==> config.mk <==
export PLATFORM = sky130hd
export DESIGN_NAME = cmul_16_flat
export DESIGN_NICKNAME = d
export VERILOG_FILES = /design/src/rtl/cmul_16_pkg.sv /design/src/rtl/cmul_16_if.sv /design/src/rtl/cmul_pipe_stage.sv /design/src/rtl/cmul_16.sv /design/src/flat_wrapper.sv
export SDC_FILE = /design/constraint.sdc
export NUM_CORES = 2
export LEC_CHECK = 0
export CAP_MARGIN = 25
export CORE_ASPECT_RATIO = 0.5
export CORE_MARGIN = 2
export CORE_UTILIZATION = 50
export DETAILED_ROUTE_END_ITERATION = 7
export GPL_TIMING_DRIVEN = 0
export PLACE_DENSITY = 0.72
export SYNTH_ARGS = -nofsm -noshare
export SYNTH_HDL_FRONTEND = slang
export SYNTH_HIERARCHICAL = 1
export SYNTH_SLANG_ARGS = --single-unit
==> constraint.sdc <==
create_clock -name clk -period 8.08 [get_ports clk]
set_input_delay 1.616 -clock clk [delete_from_list [all_inputs] [get_ports clk]]
set_output_delay 1.616 -clock clk [all_outputs]
set_load 0.1 [all_outputs]
==> src/rtl/cmul_16_pkg.sv <==
// rtl/cmul_16_pkg.sv - shared parameters and saturation helper for the complex multiplier
// Ports: none (package).
package cmul_16_pkg;

  localparam int WIDTH   = 16;
  localparam int LATENCY = 3;
  localparam int SHIFT   = 15;

  // Clamp bounds for a (2*WIDTH+1)-bit signed value: +2^(WIDTH-1)-1 and -2^(WIDTH-1).
  localparam logic signed [2*WIDTH:0] SAT_HI = {{(WIDTH+2){1'b0}}, {(WIDTH-1){1'b1}}};
  localparam logic signed [2*WIDTH:0] SAT_LO = {{(WIDTH+2){1'b1}}, {(WIDTH-1){1'b0}}};

  function automatic logic signed [WIDTH-1:0] saturate(input logic signed [2*WIDTH:0] x);
    logic signed [WIDTH-1:0] r;
    if (x > SAT_HI)      r = SAT_HI[WIDTH-1:0];
    else if (x < SAT_LO) r = SAT_LO[WIDTH-1:0];
    else                 r = x[WIDTH-1:0];
    return r;
  endfunction

endpackage

==> src/rtl/cmul_16_if.sv <==
// rtl/cmul_16_if.sv - stream bundle for the complex multiplier
// Ports (signals): in_tvalid/in_tready/in_tlast/adata/bdata on the input side,
//                  out_tvalid/out_tready/out_tlast/pdata on the output side.
// modport slave is the multiplier's view, modport master the source/sink's view.
interface cmul_16_if;
  import cmul_16_pkg::*;

  logic                 in_tvalid;
  logic                 in_tlast;
  logic                 in_tready;
  logic [2*WIDTH-1:0]   adata;
  logic [2*WIDTH-1:0]   bdata;
  logic                 out_tvalid;
  logic                 out_tlast;
  logic                 out_tready;
  logic [2*WIDTH-1:0]   pdata;

  modport master (
    output in_tvalid, in_tlast, adata, bdata, out_tready,
    input  in_tready, out_tvalid, out_tlast, pdata
  );

  modport slave (
    input  in_tvalid, in_tlast, adata, bdata, out_tready,
    output in_tready, out_tvalid, out_tlast, pdata
  );

endinterface

==> src/rtl/cmul_pipe_stage.sv <==
// rtl/cmul_pipe_stage.sv - one pipeline register (valid + data) with common enable
// Ports: clk, reset (async active-low clear), en (advance), in_valid/in_data,
//        out_valid/out_data.
module cmul_pipe_stage #(
  parameter int DW = 1
) (
  input  logic          clk,
  input  logic          reset,
  input  logic          en,
  input  logic          in_valid,
  input  logic [DW-1:0] in_data,
  output logic          out_valid,
  output logic [DW-1:0] out_data
);

  // Data is captured even for bubbles; only the valid bit qualifies it.
  always_ff @(posedge clk or negedge reset) begin
    if (!reset) begin
      out_valid <= 1'b0;
      out_data  <= '0;
    end else if (en) begin
      out_valid <= in_valid;
      out_data  <= in_data;
    end
  end

endmodule

==> src/rtl/cmul_16.sv <==
// rtl/cmul_16.sv - pipelined Q1.15 complex multiplier p = a*b, three stages
// Ports: clk, reset (async active-low), s (cmul_16_if.slave):
//   adata/bdata {I,Q} in, in_tvalid/in_tlast/in_tready input handshake,
//   pdata {I,Q} out, out_tvalid/out_tlast/out_tready output handshake.
module cmul_16
  import cmul_16_pkg::*;
(
  input  logic         clk,
  input  logic         reset,
  cmul_16_if.slave     s
);

  localparam int S0W = 4*WIDTH + 1;
  localparam int S1W = 8*WIDTH + 1;
  localparam int S2W = 2*WIDTH + 1;

  logic en;

  logic           s0_valid, s1_valid, s2_valid;
  logic [S0W-1:0] s0_data;
  logic [S1W-1:0] s1_data, s1_next;
  logic [S2W-1:0] s2_data, s2_next;

  // Whole pipe stalls as one unit; a bubble in the output slot still lets it move.
  assign en          = s.out_tready | ~s.out_tvalid;
  assign s.in_tready = en;

  cmul_pipe_stage #(.DW(S0W)) u_stage0 (
    .clk(clk), .reset(reset), .en(en),
    .in_valid(s.in_tvalid), .in_data({s.in_tlast, s.adata, s.bdata}),
    .out_valid(s0_valid), .out_data(s0_data)
  );

  logic signed [WIDTH-1:0] ai, aq, bi, bq;
  logic signed [2*WIDTH-1:0] m_ii, m_qq, m_iq, m_qi;

  assign ai = s0_data[4*WIDTH-1:3*WIDTH];
  assign aq = s0_data[3*WIDTH-1:2*WIDTH];
  assign bi = s0_data[2*WIDTH-1:WIDTH];
  assign bq = s0_data[WIDTH-1:0];

  assign m_ii = ai * bi;
  assign m_qq = aq * bq;
  assign m_iq = ai * bq;
  assign m_qi = aq * bi;

  assign s1_next = {s0_data[S0W-1], m_ii, m_qq, m_iq, m_qi};

  cmul_pipe_stage #(.DW(S1W)) u_stage1 (
    .clk(clk), .reset(reset), .en(en),
    .in_valid(s0_valid), .in_data(s1_next),
    .out_valid(s1_valid), .out_data(s1_data)
  );

  logic signed [2*WIDTH-1:0] r_ii, r_qq, r_iq, r_qi;
  logic signed [2*WIDTH:0]   pi_full, pq_full, pi_sh, pq_sh;
  logic signed [WIDTH-1:0]   pi_sat, pq_sat;

  assign r_ii = s1_data[8*WIDTH-1:6*WIDTH];
  assign r_qq = s1_data[6*WIDTH-1:4*WIDTH];
  assign r_iq = s1_data[4*WIDTH-1:2*WIDTH];
  assign r_qi = s1_data[2*WIDTH-1:0];

  // One guard bit covers the only overflow case, (-1)*(-1) + (-1)*(-1) = 2.0.
  assign pi_full = {r_ii[2*WIDTH-1], r_ii} - {r_qq[2*WIDTH-1], r_qq};
  assign pq_full = {r_iq[2*WIDTH-1], r_iq} + {r_qi[2*WIDTH-1], r_qi};
  assign pi_sh   = pi_full >>> SHIFT;
  assign pq_sh   = pq_full >>> SHIFT;
  assign pi_sat  = saturate(pi_sh);
  assign pq_sat  = saturate(pq_sh);

  assign s2_next = {s1_data[S1W-1], pi_sat, pq_sat};

  cmul_pipe_stage #(.DW(S2W)) u_stage2 (
    .clk(clk), .reset(reset), .en(en),
    .in_valid(s1_valid), .in_data(s2_next),
    .out_valid(s2_valid), .out_data(s2_data)
  );

  assign s.out_tvalid = s2_valid;
  assign s.out_tlast  = s2_data[S2W-1];
  assign s.pdata      = s2_data[2*WIDTH-1:0];

endmodule

==> src/flat_wrapper.sv <==
// flat-port wrapper written by rule: the top's interface ports become plain ports
module cmul_16_flat import cmul_16_pkg::*;
  (clk, reset, s_in_tvalid, s_in_tlast, s_adata, s_bdata, s_out_tready, s_in_tready, s_out_tvalid, s_out_tlast, s_pdata);
  cmul_16_if s_i ();
  input  logic clk;
  input  logic reset;
  input wire logic [$bits(s_i.in_tvalid)-1:0] s_in_tvalid;
  input wire logic [$bits(s_i.in_tlast)-1:0] s_in_tlast;
  input wire logic [$bits(s_i.adata)-1:0] s_adata;
  input wire logic [$bits(s_i.bdata)-1:0] s_bdata;
  input wire logic [$bits(s_i.out_tready)-1:0] s_out_tready;
  output wire logic [$bits(s_i.in_tready)-1:0] s_in_tready;
  output wire logic [$bits(s_i.out_tvalid)-1:0] s_out_tvalid;
  output wire logic [$bits(s_i.out_tlast)-1:0] s_out_tlast;
  output wire logic [$bits(s_i.pdata)-1:0] s_pdata;
  assign s_i.in_tvalid = s_in_tvalid;
  assign s_i.in_tlast = s_in_tlast;
  assign s_i.adata = s_adata;
  assign s_i.bdata = s_bdata;
  assign s_i.out_tready = s_out_tready;
  assign s_in_tready = s_i.in_tready;
  assign s_out_tvalid = s_i.out_tvalid;
  assign s_out_tlast = s_i.out_tlast;
  assign s_pdata = s_i.pdata;
  cmul_16 u_core (.clk(clk), .reset(reset), .s(s_i));
endmodule
==> run_results.csv <==
group,metric,value,unit
outcome,outcome,"finished clean",
floorplanning,dieArea,104000,µm²
critical_path,cp_data_arrival_time,8.43,ns
routing,dr.pass1.iters,7,
placement,io_buffer_count,103,
critical_path,r2r_start,"u_core/u_stage0/out_data[61]",
yosys,synth_area,50900,µm²
routing,route.detailed.drc,0,
critical_path,cp.depth,23,
yosys,synthDistinctLibCells,78,
yosys,synth-edff-count,0,
critical_path,cp.buffers_inverters,4,
critical_path,startpoint,"u_core/u_stage0/out_data[61]",
grt,antenna_found_initial,16,
floorplanning,die_w,455,µm
yosys,ys_ff_latch,230,
grt,grt_max_degree,117,
critical_path,startpoint_type,"register",
critical_path,max_stage_delay,0.81,ns
yosys,synth_flop_cell,"dfrtp_1",
critical_path,worstPathCellList,"clkdlybuf4s15_1, nand2_1, fa_1, inv_1, fa_1, fa_1, fa_1, fa_1, inv_1, fa_1, inv_1, ha_1, nand3_1, a31oi_1, o21a_1, o211ai_1, nand2_1, o2bb2ai_1, a2111oi_1, o21bai_1, a21oi_1, xnor2_1, mux2_2",
floorplanning,num_rows,82,
critical_path,cp.required,8.58,ns
timing,finClkSkew,0.0121,ns
routing,vias,37300,
critical_path,critPathKind,"reg -> reg",
timing,finalSetupViolCount,0,
clock_network,cts_hold_buf,0,
timing,whs,0.496,ns
clock_network,cts_setup_buffers,0,
layout,mostFrequentLayoutCells,"1215 x inv_1, 1047 x fa_1, 528 x nand2_1",
yosys,syn_inst,5239,
timing,setup_ws,0.152,ns
layout,final_common_cell,"inv_1",
floorplanning,die_y,230,µm
critical_path,slowest_stage,"clkdlybuf4s15_1",
timing,worst_slew_pin_slew,1.19,ns
layout,nets,6892,
clock_network,cts_root_buf,"clkbuf_16",
yosys,synthesis.nets,6746,
yosys,synth_area_per_cell,9.71,µm²
run,cap_violations,0,
timing,period_needed,7.93,ns
routing,ant_nets,0,
floorplanning,start_util,0.506,
floorplanning,io_pins,104,
layout,drive_above_1_share,0.0740,
yosys,ys_warn_count,6,
routing,wirelength,169000,µm
critical_path,crit_path_max_fanout,10,
critical_path,r2r_setup_slack,0.15,ns
layout,multiInputGateArea,39500,µm²
grt,grt_pass1_wl,258000,µm
clock_network,cts_buffers,27,
placement,dp_slack,-0.703,ns
clock_network,path_clk_slew,0.06,ns
timing,max_freq,0.126,GHz
critical_path,end_kind,"register",
worst_hold_path,hp-class,"reg -> reg",
grt,grt_pass1_vias,40400,
clock_network,cts_tree,"done",
yosys,synthArstFlopShare,1.00,
layout,nFillCells,8810,
yosys,synth_top_area_cell,"fa_1",
timing,timing.final.crit_share,0.981,
timing,tns,0,ns
placement,hpwl,141000,µm
critical_path,critPathMostFrequentCell,"fa_1",
floorplanning,fp.coreArea,100000,µm²
yosys,synth_top_area_frac,0.413,
critical_path,reg2reg_to,"u_core/u_stage1/out_data[62]",
routing,wl_per_cell,25.0,µm
routing,viasPerCell,5.52,
routing,drt_iter0_markers,3337,
layout,seq_area,5760,µm²
yosys,synth.yosys.seq_area_share,0.113,
clock_network,clock_latency,0.62,ns
critical_path,reg2reg_depth,23,
layout,area_delta_synth_final,7.77,%
grt,grt_usage,0.336,
clock_network,ctsHtreeMaxLevel,1,
clock_network,cts_buffer_depth,3,
placement,gp_congestion,1.04,
timing,maxSlewViolCount,0,
yosys,synth_area_leaders,"fa_1 41%, dfrtp_1 11%, ha_1 9.6%",
timing,max-slew-margin-rel,0.206,
clock_network,numClockSinks,230,
critical_path,critPathCapture,"u_core/u_stage1/out_data[62]",
grt,grt-ovfl-total,0,
critical_path,path_delay_family,"adder cells",
timing,final-hold-violation-count,0,
==> how the worst min path moves through the flow <==
stage / slack, ns / end / cells past startpoint / start
2_1_floorplan: 0.47 / u_core/u_stage1/out_data[96] / 1 / u_core/u_stage1/out_data[96]
3_3_place_gp: 0.48 / u_core/u_stage1/out_data[96] / 1 / u_core/u_stage1/out_data[96]
3_5_place_dp: 0.49 / u_core/u_stage2/out_valid / 1 / u_core/u_stage1/out_valid
4_1_cts: 0.50 / u_core/u_stage2/out_valid / 1 / u_core/u_stage1/out_valid
5_1_grt: 0.52 / u_core/u_stage2/out_data[20] / 1 / u_core/u_stage2/out_data[20]
6_report: 0.50 / u_core/u_stage2/out_valid / 1 / u_core/u_stage1/out_valid
==> area by class of cell <==
class	instances	share of cell area
tap	1344	0.0307
sequential	230	0.105
buffer	226	0.0203
clock buffer	33	0.0131
inverter	1217	0.0834
antenna	7	0.000320
multi-input combinational	3566	0.721
clock inverter	17	0.00313
timing repair buffer	117	0.0232
==> metrics by stage <==
step                instance area [µm²]   util  std cells
finish                            54800  0.546       6757
global placement                  53600  0.533       6686
CTS                               54600  0.544       6744
floorplan                         50900      -       5239
global route                      54800  0.545       6750
detailed placement                53700  0.535       6694
==> cell usage after synthesis (5+ instances only) <==
cell type / number
inv_1: 1215
fa_1: 1048
nand2_1: 528
and2_1: 502
ha_1: 390
dfrtp_1: 230
clkbuf_1: 197
mux2_2: 160
a21oi_1: 143
xnor2_1: 139
nor2_1: 121
a21o_1: 77
o21ai_0: 76
mux2_4: 70
xor2_1: 34
nand2b_1: 29
nand3_1: 25
o21bai_1: 24
nor3_1: 23
buf_6: 17
o21a_1: 14
nor2b_1: 13
or3_1: 12
a211oi_1: 11
a31oi_1: 10
and3_1: 10
nand4_1: 10
a21o_2: 6
and4_1: 6
buf_2: 6
o211ai_1: 6
o31ai_1: 6
a2111oi_0: 5
a31o_2: 5
==> flip-flops by register name (all words and copies together) (netlist names) <==
register / count
u_core/u_stage2/out_data: 33
u_core/u_stage0/out_valid: 1
u_core/u_stage1/out_data: 129
u_core/u_stage0/out_data: 65
u_core/u_stage1/out_valid: 1
u_core/u_stage2/out_valid: 1
==> cell families (layout without fill, tap and decap cells) <==
logic type	Yosys count	after routing	synth area share
adder cells (fa/ha/maj)	1438	1438	0.509
flip-flops	230	230	0.113
AO/OA/AOI/OAI	428	428	0.0545
multiplexers	231	231	0.0563
AND/OR/NAND/NOR	1296	1296	0.127
XOR/XNOR	173	173	0.0298
buffers and inverters	1443	1610	0.110
other	0	7	0
==> per-layer routing <==
layer	up-vias	GRT usage	routed length (µm)
met4	4	0.102	6570
met1	19000	0.465	69900
met3	349	0.142	23300
met5	-	0	103
met2	1886	0.478	69200
li1	16000	-	-
==> what timing repair did <==
item	4_1_cts	5_1_grt
endpoints found under the hold margin	0	0
gates resized for setup	17	104
pin swaps	0	1
cloned	0	0
setup endpoints to repair	7	10
Power is left out: the tool's default activity adds up to more than one toggle a clock period on the data nets, which glitch-free logic cannot reach.
